**src/rtl/apb_cpu_master_if.sv**
```systemverilog
// APB-style bus bundle between the CPU master and the peripheral decoder.
interface apb_cpu_master_if #(
  parameter int ADDR_W = 32,
  parameter int DATA_W = 32
);
  logic [ADDR_W-1:0] PADDR;
  logic              PSEL;
  logic              PENABLE;
  logic              PWRITE;
  logic [DATA_W-1:0] PWDATA;
  logic [DATA_W-1:0] PRDATA;
  logic              PREADY;
  logic              PSLVERR;

  modport master (
    output PADDR, PSEL, PENABLE, PWRITE, PWDATA,
    input  PRDATA, PREADY, PSLVERR
  );

  modport slave (
    input  PADDR, PSEL, PENABLE, PWRITE, PWDATA,
    output PRDATA, PREADY, PSLVERR
  );
endinterface

```
**src/rtl/apb_cpu_master.sv**
```systemverilog
// CPU-side bus master: turns MemRead/MemWrite level requests into SETUP/ACCESS
// transfers, stalls the CPU while a transfer is in flight, and reports
// wait-state timeouts and slave errors.
//
// state   | meaning
// --------+---------------------------------------------------------------
// IDLE    | no transfer; request latched on the next edge
// SETUP   | PSEL high, PENABLE low, address/data/direction stable
// ACCESS  | PSEL and PENABLE high, waiting for PREADY or timeout
// DONE    | one cycle; CPU released, MemData/BusErr valid
// RELEASE | wait for the CPU to drop its request before accepting another
module apb_cpu_master #(
  parameter int                ADDR_W   = 32,
  parameter int                DATA_W   = 32,
  parameter int                TIMEOUT  = 16,
  parameter logic [DATA_W-1:0] ERR_DATA = 32'hDEADBEEF
) (
  input  logic              clk,
  input  logic              rst_n,
  input  logic [ADDR_W-1:0] Adress,
  input  logic [DATA_W-1:0] WriteData,
  input  logic              MemRead,
  input  logic              MemWrite,
  output logic [DATA_W-1:0] MemData,
  output logic              isLocked,
  output logic              BusErr,
  apb_cpu_master_if.master  apb
);

  localparam int CNT_W = $clog2(TIMEOUT + 1);
  // Abort when the increment about to happen would reach TIMEOUT.
  localparam logic [CNT_W-1:0] CNT_LAST = CNT_W'(TIMEOUT - 1);
  localparam logic [CNT_W-1:0] CNT_MAX  = CNT_W'(TIMEOUT);

  typedef enum logic [2:0] {
    IDLE    = 3'd0,
    SETUP   = 3'd1,
    ACCESS  = 3'd2,
    DONE    = 3'd3,
    RELEASE = 3'd4
  } state_t;

  state_t            state, state_nx;
  logic [CNT_W-1:0]  cnt;
  logic [ADDR_W-1:0] paddr;
  logic [DATA_W-1:0] pwdata;
  logic              pwrite;
  logic [DATA_W-1:0] mem_data;
  logic              bus_err;

  logic req;
  logic latch_req;
  logic capture;
  logic abort;

  assign req = MemRead | MemWrite;

  // State register.
  always_ff @(posedge clk or negedge rst_n) begin
    if (!rst_n) state <= IDLE;
    else        state <= state_nx;
  end

  // Next-state decode and per-cycle transfer events.
  always_comb begin
    state_nx  = state;
    latch_req = 1'b0;
    capture   = 1'b0;
    abort     = 1'b0;
    case (state)
      IDLE: begin
        if (req) begin
          state_nx  = SETUP;
          latch_req = 1'b1;
        end
      end
      SETUP:   state_nx = ACCESS;
      ACCESS: begin
        if (apb.PREADY) begin
          state_nx = DONE;
          capture  = 1'b1;
        end else if (cnt == CNT_LAST) begin
          state_nx = DONE;
          abort    = 1'b1;
        end
      end
      DONE:    state_nx = RELEASE;
      RELEASE: begin
        // A request still held from the finished transfer is never re-issued.
        if (!req) state_nx = IDLE;
      end
      default: state_nx = IDLE;
    endcase
  end

  // ACCESS cycle counter; cleared while in SETUP so it starts at zero, saturates.
  always_ff @(posedge clk or negedge rst_n) begin
    if (!rst_n) begin
      cnt <= '0;
    end else if (state == SETUP) begin
      cnt <= '0;
    end else if (state == ACCESS && cnt != CNT_MAX) begin
      cnt <= cnt + 1'b1;
    end
  end

  // Request latch and transfer results; bus fields hold their last values when idle.
  always_ff @(posedge clk or negedge rst_n) begin
    if (!rst_n) begin
      paddr    <= '0;
      pwdata   <= '0;
      pwrite   <= 1'b0;
      mem_data <= '0;
      bus_err  <= 1'b0;
    end else begin
      if (latch_req) begin
        paddr  <= Adress;
        pwdata <= WriteData;
        pwrite <= MemWrite;
      end
      bus_err <= capture ? apb.PSLVERR : abort;
      if (!pwrite) begin
        if (capture)    mem_data <= apb.PSLVERR ? ERR_DATA : apb.PRDATA;
        else if (abort) mem_data <= ERR_DATA;
      end
    end
  end

  // Bus phase and CPU stall decode.
  always_comb begin
    apb.PSEL    = (state == SETUP) || (state == ACCESS);
    apb.PENABLE = (state == ACCESS);
    isLocked    = (state == SETUP) || (state == ACCESS) || ((state == IDLE) && req);
  end

  assign apb.PADDR  = paddr;
  assign apb.PWDATA = pwdata;
  assign apb.PWRITE = pwrite;
  assign MemData    = mem_data;
  assign BusErr     = bus_err;

endmodule
```
**src/flat_wrapper.sv**
```systemverilog
// flat-port wrapper written by rule: the top's interface ports become plain ports
module apb_cpu_master_flat 
#(
  parameter int                ADDR_W   = 32,
  parameter int                DATA_W   = 32,
  parameter int                TIMEOUT  = 16,
  parameter logic [DATA_W-1:0] ERR_DATA = 32'hDEADBEEF
)
  (clk, rst_n, Adress, WriteData, MemRead, MemWrite, MemData, isLocked, BusErr, apb_PADDR, apb_PSEL, apb_PENABLE, apb_PWRITE, apb_PWDATA, apb_PRDATA, apb_PREADY, apb_PSLVERR);
  apb_cpu_master_if #(.ADDR_W(ADDR_W), .DATA_W(DATA_W)) apb_i ();
  input  logic clk;
  input  logic rst_n;
  input  logic [ADDR_W-1:0] Adress;
  input  logic [DATA_W-1:0] WriteData;
  input  logic MemRead;
  input  logic MemWrite;
  output logic [DATA_W-1:0] MemData;
  output logic isLocked;
  output logic BusErr;
  output wire logic [$bits(apb_i.PADDR)-1:0] apb_PADDR;
  output wire logic [$bits(apb_i.PSEL)-1:0] apb_PSEL;
  output wire logic [$bits(apb_i.PENABLE)-1:0] apb_PENABLE;
  output wire logic [$bits(apb_i.PWRITE)-1:0] apb_PWRITE;
  output wire logic [$bits(apb_i.PWDATA)-1:0] apb_PWDATA;
  input wire logic [$bits(apb_i.PRDATA)-1:0] apb_PRDATA;
  input wire logic [$bits(apb_i.PREADY)-1:0] apb_PREADY;
  input wire logic [$bits(apb_i.PSLVERR)-1:0] apb_PSLVERR;
  assign apb_PADDR = apb_i.PADDR;
  assign apb_PSEL = apb_i.PSEL;
  assign apb_PENABLE = apb_i.PENABLE;
  assign apb_PWRITE = apb_i.PWRITE;
  assign apb_PWDATA = apb_i.PWDATA;
  assign apb_i.PRDATA = apb_PRDATA;
  assign apb_i.PREADY = apb_PREADY;
  assign apb_i.PSLVERR = apb_PSLVERR;
  apb_cpu_master #(.ADDR_W(ADDR_W), .DATA_W(DATA_W), .TIMEOUT(TIMEOUT), .ERR_DATA(ERR_DATA)) u_core (.clk(clk), .rst_n(rst_n), .Adress(Adress), .WriteData(WriteData), .MemRead(MemRead), .MemWrite(MemWrite), .MemData(MemData), .isLocked(isLocked), .BusErr(BusErr), .apb(apb_i));
endmodule
```
**config.mk**
```make
export PLATFORM = sky130hd
export DESIGN_NAME = apb_cpu_master_flat
export DESIGN_NICKNAME = d
export VERILOG_FILES = /design/src/rtl/apb_cpu_master_if.sv /design/src/rtl/apb_cpu_master.sv /design/src/flat_wrapper.sv
export SDC_FILE = /design/constraint.sdc
export NUM_CORES = 1
export LEC_CHECK = 0
export CORE_MARGIN = 3
export CORE_UTILIZATION = 46
export CTS_BUF_LIST = sky130_fd_sc_hd__clkbuf_8
export DETAILED_ROUTE_END_ITERATION = 8
export GPL_TIMING_DRIVEN = 0
export PLACE_DENSITY = 0.88
export SLEW_MARGIN = 20
export SYNTH_ARGS = -nofsm -noshare
export SYNTH_HDL_FRONTEND = slang
export SYNTH_SLANG_ARGS = --single-unit
```
**constraint.sdc**
```tcl
create_clock -name clk -period 5.05 [get_ports clk]
set_input_delay 0.7575 -clock clk [delete_from_list [all_inputs] [get_ports clk]]
set_output_delay 0.7575 -clock clk [all_outputs]
set_load 0.02 [all_outputs]
```
==> results_dict.tcl <==
set metrics [dict create \
    status "finished, final reports clean" \
    die_w_um 104 \
    fin_crit_ns 3.44 \
    max_slew_margin 0.595 \
    final_cell_mix "clkdlybuf4s50_1, dfrtp_1, mux2_2, or3_1, clkbuf_8" \
    grt_pass1_wl_um 18500 \
    rrSetupSlack_ns 2.96 \
    synthToLayoutAreaGrowth_pct 54.8 \
    setup-violations-final 0 \
    cts_buffer_depth 2 \
    numCtsBuffers 9 \
    wl_um 11200 \
    finalSetupTns_ns 0 \
    htreeDepth 3 \
    async_flop_share 1.00 \
    synth-edff-count 0 \
    max_stage_delay_ns 0.60 \
    irDropWorstVdd_mv 0.346 \
    avgViaCountPerCell 4.98 \
    post_cts_buffers 0 \
    netlist_instances 303 \
    syn-num-nets 408 \
    yosysSeqAreaShare 0.604 \
    drive_above_1_share 0.240 \
    drtAntennaViolNets 0 \
    coreArea_sq_mm 0.00924 \
    cp-startpoint "u_core.state[0]" \
    critPathLaunchType "flip-flop" \
    path_max_fanout 10 \
    route.top_layer_used "met4" \
    maxCapViolations 0 \
    cp.arrival_ns 2.68 \
    cp.required_ns 4.29 \
    path_common_cell "buf_2" \
    finClkSkew_ns 0.0133 \
    clk_latency_ns 0.35 \
    path_cells "buf_2 -> nor3_1 -> o21a_1 -> buf_2 -> buf_4 -> or2_2 -> clkdlybuf4s50_1" \
    start_util 0.476 \
    crit-reg2reg-launch "u_core.state[0]" \
    portBuffers 202 \
    place_ws_ns 1.62 \
    n_antenna_cell 0 \
    critical_path_class "flip-flop to output port" \
    clock-sinks 106 \
    drt_pass1_iterations 4 \
    finalMaxSlewViolations 0 \
    syn_area_per_cell_sq_um 14.5 \
    worst-path-buf-inv 4 \
    r2r_end "u_core.apb.PWDATA[13]" \
    crit_family "buffers and inverters" \
    dieArea_sq_mm 0.0108 \
    fmax_mhz 291 \
    cts.clk_slew.worst_paths_ns 0.10 \
    hold_buffers 0 \
    power.density_mw_per_mm2 628 \
    grt_setup_unrepaired "false" \
    drt-initial-drc-count 108 \
    crit_slowest_cell "clkdlybuf4s50_1" \
    drt-met1-wl_um 4300 \
    holdWs_ns 0.350 \
    ys_seq_elements 106 \
    grt_max_degree 57 \
    ys_warn_count 0 \
    vias 3236 \
    grt_pass1_vias 3589 \
    post-route-drc-count 0 \
    post_drt_wl_per_cell_um 17.2 \
    rr_worst_depth 6 \
    grt_usage 0.215 \
    die-height_um 104 \
    cts_resized 0 \
    dp.final_hpwl_um 8640 \
    tightest_slew_ns 0.606 \
    io_pins 203 \
    hold_viol_final 0 \
    netlist_area_sq_mm 0.00439 \
    leakage_nw 2.74 \
    final_util 0.736 \
    dr_wl_met3_um 1050 \
    fill_cells 617 \
    synth_cell_types 36 \
    min_period_over_period 0.681 \
    end_kind "output port" \
    fp-row-count 35 \
    hold_path_class "primary input to asynchronous set/reset pin" \
    cts_root_buffer "clkbuf_8" \
    antenna_found_initial 0 \
    grt-ovfl-total 0 \
    tritoncts "built" \
    layout_setup_ws_ns 1.61 \
    synth_flop_cell "dfrtp_1" \
    final_nets 622 \
    place_congestion 0.827 \
    wl_met2_um 5700 \
    final_common_cell "clkdlybuf4s50_1" \
]
[layer usage]
layer | GRT usage | vias up
li1 | - | 1501
met1 | 0.243 | 1585
met2 | 0.379 | 139
met3 | 0.0829 | 11
met4 | 0.0598 | 0
met5 | 0 | -
[registers in the layout, summed over array words and instances, names as in the netlist]
| name | flops |
|---|---|
| u_core.apb.PADDR | 32 |
| u_core.BusErr | 1 |
| u_core.MemData | 32 |
| u_core.apb.PWDATA | 32 |
| u_core.state | 3 |
| u_core.cnt | 5 |
| u_core.apb.PWRITE | 1 |
[synthesized netlist by cell type (all sizes together) (2+ instances only)]
cell type	instances	area share
inv	4	0.0034
nand2b	2	0.0028
or3	24	0.034
buf	13	0.024
a22o	2	0.0040
nand2	3	0.0026
nor3	4	0.0071
a21oi	4	0.0046
ha	3	0.0085
mux2	96	0.25
nor2	7	0.0060
dfrtp	106	0.60
o21ai	4	0.0046
and3	9	0.013
clkbuf	5	0.0043
[cell type report]
class	count	area, sq um	share of cell area
plain buffers	18	124	0.0182
clock buffers	10	138	0.0202
clock inverters	5	56.3	0.00828
inverters	4	15.0	0.00221
multi-input cells	175	1600	0.236
flip-flops and latches	106	2650	0.390
well taps	129	161	0.0237
repair buffers	203	2050	0.302
[kinds of logic after synthesis]
group | count (synthesis) | synth area share
flip-flops | 106 | 0.604
AND/OR/NAND/NOR | 57 | 0.0797
adder cells (fa/ha/maj) | 3 | 0.00854
AO/OA/AOI/OAI | 16 | 0.0242
buffers and inverters | 22 | 0.0316
multiplexers | 97 | 0.248
XOR/XNOR | 2 | 0.00399
[worst max path at each step]
stage / depth (start not counted) / slack (ns) / endpoint
floorplan: 4 / 2.70 / isLocked
global placement: 1 / -0.68 / u_core.MemData[9]
detailed placement: 6 / 1.62 / isLocked
CTS: 7 / 1.58 / isLocked
global route: 7 / 1.39 / isLocked
finish: 7 / 1.61 / isLocked
[power by group]
part / switching (W) / internal [W] / leakage, nW
clock network: 0.000276 / 0.000239 / 0.0918
registers: 0.000216 / 0.00125 / 1.22
logic: 0.00107 / 0.00122 / 1.43
total: 0.00156 / 0.00271 / 2.74
[stage by stage]
step           instances  area, sq um  total power [W]
2_1_floorplan        303         4390          0.00269
3_3_place_gp         634         6580          0.00372
3_5_place_dp         635         6610          0.00380
4_1_cts              650         6800          0.00432
5_1_grt              650         6800          0.00452
6_report             650         6800          0.00427
(Power assumes the default switching activity.)
==> edit, RTL diff (same settings) <==
`DATA_W` is set to 32 in 3 places; all go to 64.
--- a/src/rtl/apb_cpu_master_if.sv
+++ b/src/rtl/apb_cpu_master_if.sv
@@ -1,7 +1,7 @@
 // APB-style bus bundle between the CPU master and the peripheral decoder.
 interface apb_cpu_master_if #(
   parameter int ADDR_W = 32,
-  parameter int DATA_W = 32
+  parameter int DATA_W = 64
 );
   logic [ADDR_W-1:0] PADDR;
   logic              PSEL;
--- a/src/rtl/apb_cpu_master.sv
+++ b/src/rtl/apb_cpu_master.sv
@@ -11,7 +11,7 @@
 // RELEASE | wait for the CPU to drop its request before accepting another
 module apb_cpu_master #(
   parameter int                ADDR_W   = 32,
-  parameter int                DATA_W   = 32,
+  parameter int                DATA_W   = 64,
   parameter int                TIMEOUT  = 16,
   parameter logic [DATA_W-1:0] ERR_DATA = 32'hDEADBEEF
 ) (
--- a/src/flat_wrapper.sv
+++ b/src/flat_wrapper.sv
@@ -2,7 +2,7 @@
 module apb_cpu_master_flat 
 #(
   parameter int                ADDR_W   = 32,
-  parameter int                DATA_W   = 32,
+  parameter int                DATA_W   = 64,
   parameter int                TIMEOUT  = 16,
   parameter logic [DATA_W-1:0] ERR_DATA = 32'hDEADBEEF
 )
Interface: changed (resized MemData, WriteData, apb_PRDATA and apb_PWDATA); port bits go from 203 to 331. The function was not compared with the original's and may differ.
==> edit against the unedited design <==
Wire length grew 86%. Sequential cell count grew 64. Power grew 57%. Utilization grew 0.98 points. Final area grew 62%. Synthesized area grew 61%. Setup slack lost 0.26 ns. Sequential power grew 56%. Global-route usage grew 3.2 points. Largest cell class unchanged.
==> edit: results (changes against the unedited design) <==
status - completed (unchanged)
Seq pwr share - 0.340 (was 0.342)
number of non-clock inverters - 5 (was 4)
clock-pin transition on the worst setup and hold timing paths - 0.08 ns (was 0.10 ns)
sequential cell area share - 0.3852 (was 0.3901)
Syn Area/Cell - 14.47 um2 (was 14.50 um2)
wire length on met3 - 1.890 mm (was 1.052 mm)
Non-clk bufs - 365 (was 221)
met2 GRT Util - 0.4437 (was 0.3790)
port bufs - 330 (was 202)
Layout clock area frac - 0.03659 (was 0.02852)
total number of vias - 5402 (was 3236)
GPL Wtd Cong - 0.8533 (was 0.8269)
GR Util met3 - 0.09087 (was 0.08287)
Synth top cells by count - dfrtp_1, mux2_2, and3_1 (was dfrtp_1, mux2_2, or3_1)
vias in the first global route - 5922 (was 3589)
Total Routing Usage GR - 0.2466 (was 0.2149)
CTS Buf Count - 17 (was 9)
Filler cells - 906 (was 617)
clock skew - 0.009343 ns (was 0.01335 ns)
Sw Ratio - 0.3661 (was 0.3658)
worst reg2reg endpoint - u_core.MemData[39]$_DFFE_PN0P_ (was u_core.apb.PWDATA[13]$_DFFE_PN0P_)
clock latency on the worst-skew pair - 0.44 ns (was 0.35 ns)
via/cell ratio - 5.214 (was 4.978)
GR Layer Usage met1 - 0.2683 (was 0.2435)
met1 WL - 7.435 mm (was 4.300 mm)
synth unique cells - 33 (was 36)
multi-input logic portion of the cell area - 0.2354 (was 0.2357)
Lkg Pwr - 4.690 nW (was 2.736 nW)
R2R Setup Slk - 2.75 ns (was 2.96 ns)
pwr/cell area - 607.1 nW/um2 (was 628.2 nW/um2)
fraction of layout instances using a drive strength above 1 - 0.2500 (was 0.2399)
# H-tree levels - 4 (was 3)
sequential cells - 170 (was 106)
Critical Path AT - 2.95 ns (was 2.68 ns)
worst hold margin - 0.3208 ns (was 0.3499 ns)
post-synthesis sequential area ratio - 0.6013 (was 0.6036)
Area contributors post-synth - dfrtp_1, mux2_2, and3_1, or3_1, mux2_4 (was dfrtp_1, mux2_2, or3_1, and3_1, buf_4)
Max VDD drop - 0.0004499 V (was 0.0003464 V)
syn nets - 658 (was 408)
first-pass GRT wire length - 31.95 mm (was 18.53 mm)
Routed WL - 20.80 mm (was 11.19 mm)
post-DP HPWL - 16.14 mm (was 8.642 mm)
#MultiIn Comb - 280 (was 175)
Detail Route met2 WL - 10.91 mm (was 5.697 mm)
==> edit: critical path: stages (launching register included) <==
cell and delay (ns):
dfrtp_1 0.39, buf_6 0.14, nor3_1 0.29, nor2b_1 0.20
buf_2 0.19, buf_2 0.27, buf_2 0.28, or2_2 0.15
clkdlybuf4s50_1 0.59
==> edit: through the flow <==
step	utilization	setup TNS [ns]	setup WS [ns]	area (um2)
2_1_floorplan	-	0	2.570	7074
3_3_place_gp	0.7163	-557.45	-3.296	10610
3_5_place_dp	0.7185	0	1.343	10640
4_1_cts	0.7458	0	1.288	11040
5_1_grt	0.7458	0	1.110	11040
6_report	0.7458	0	1.347	11040
==> edit: cells by family after synthesis <==
group                      synth area share
buffers and inverters               0.03113
AOI/OAI and AO/OA                   0.01008
DFF                                  0.6013
adders and majority gates          0.005307
and+or+nand+nor                     0.08950
muxes                                0.2614
xor gates and xnor gates           0.001238
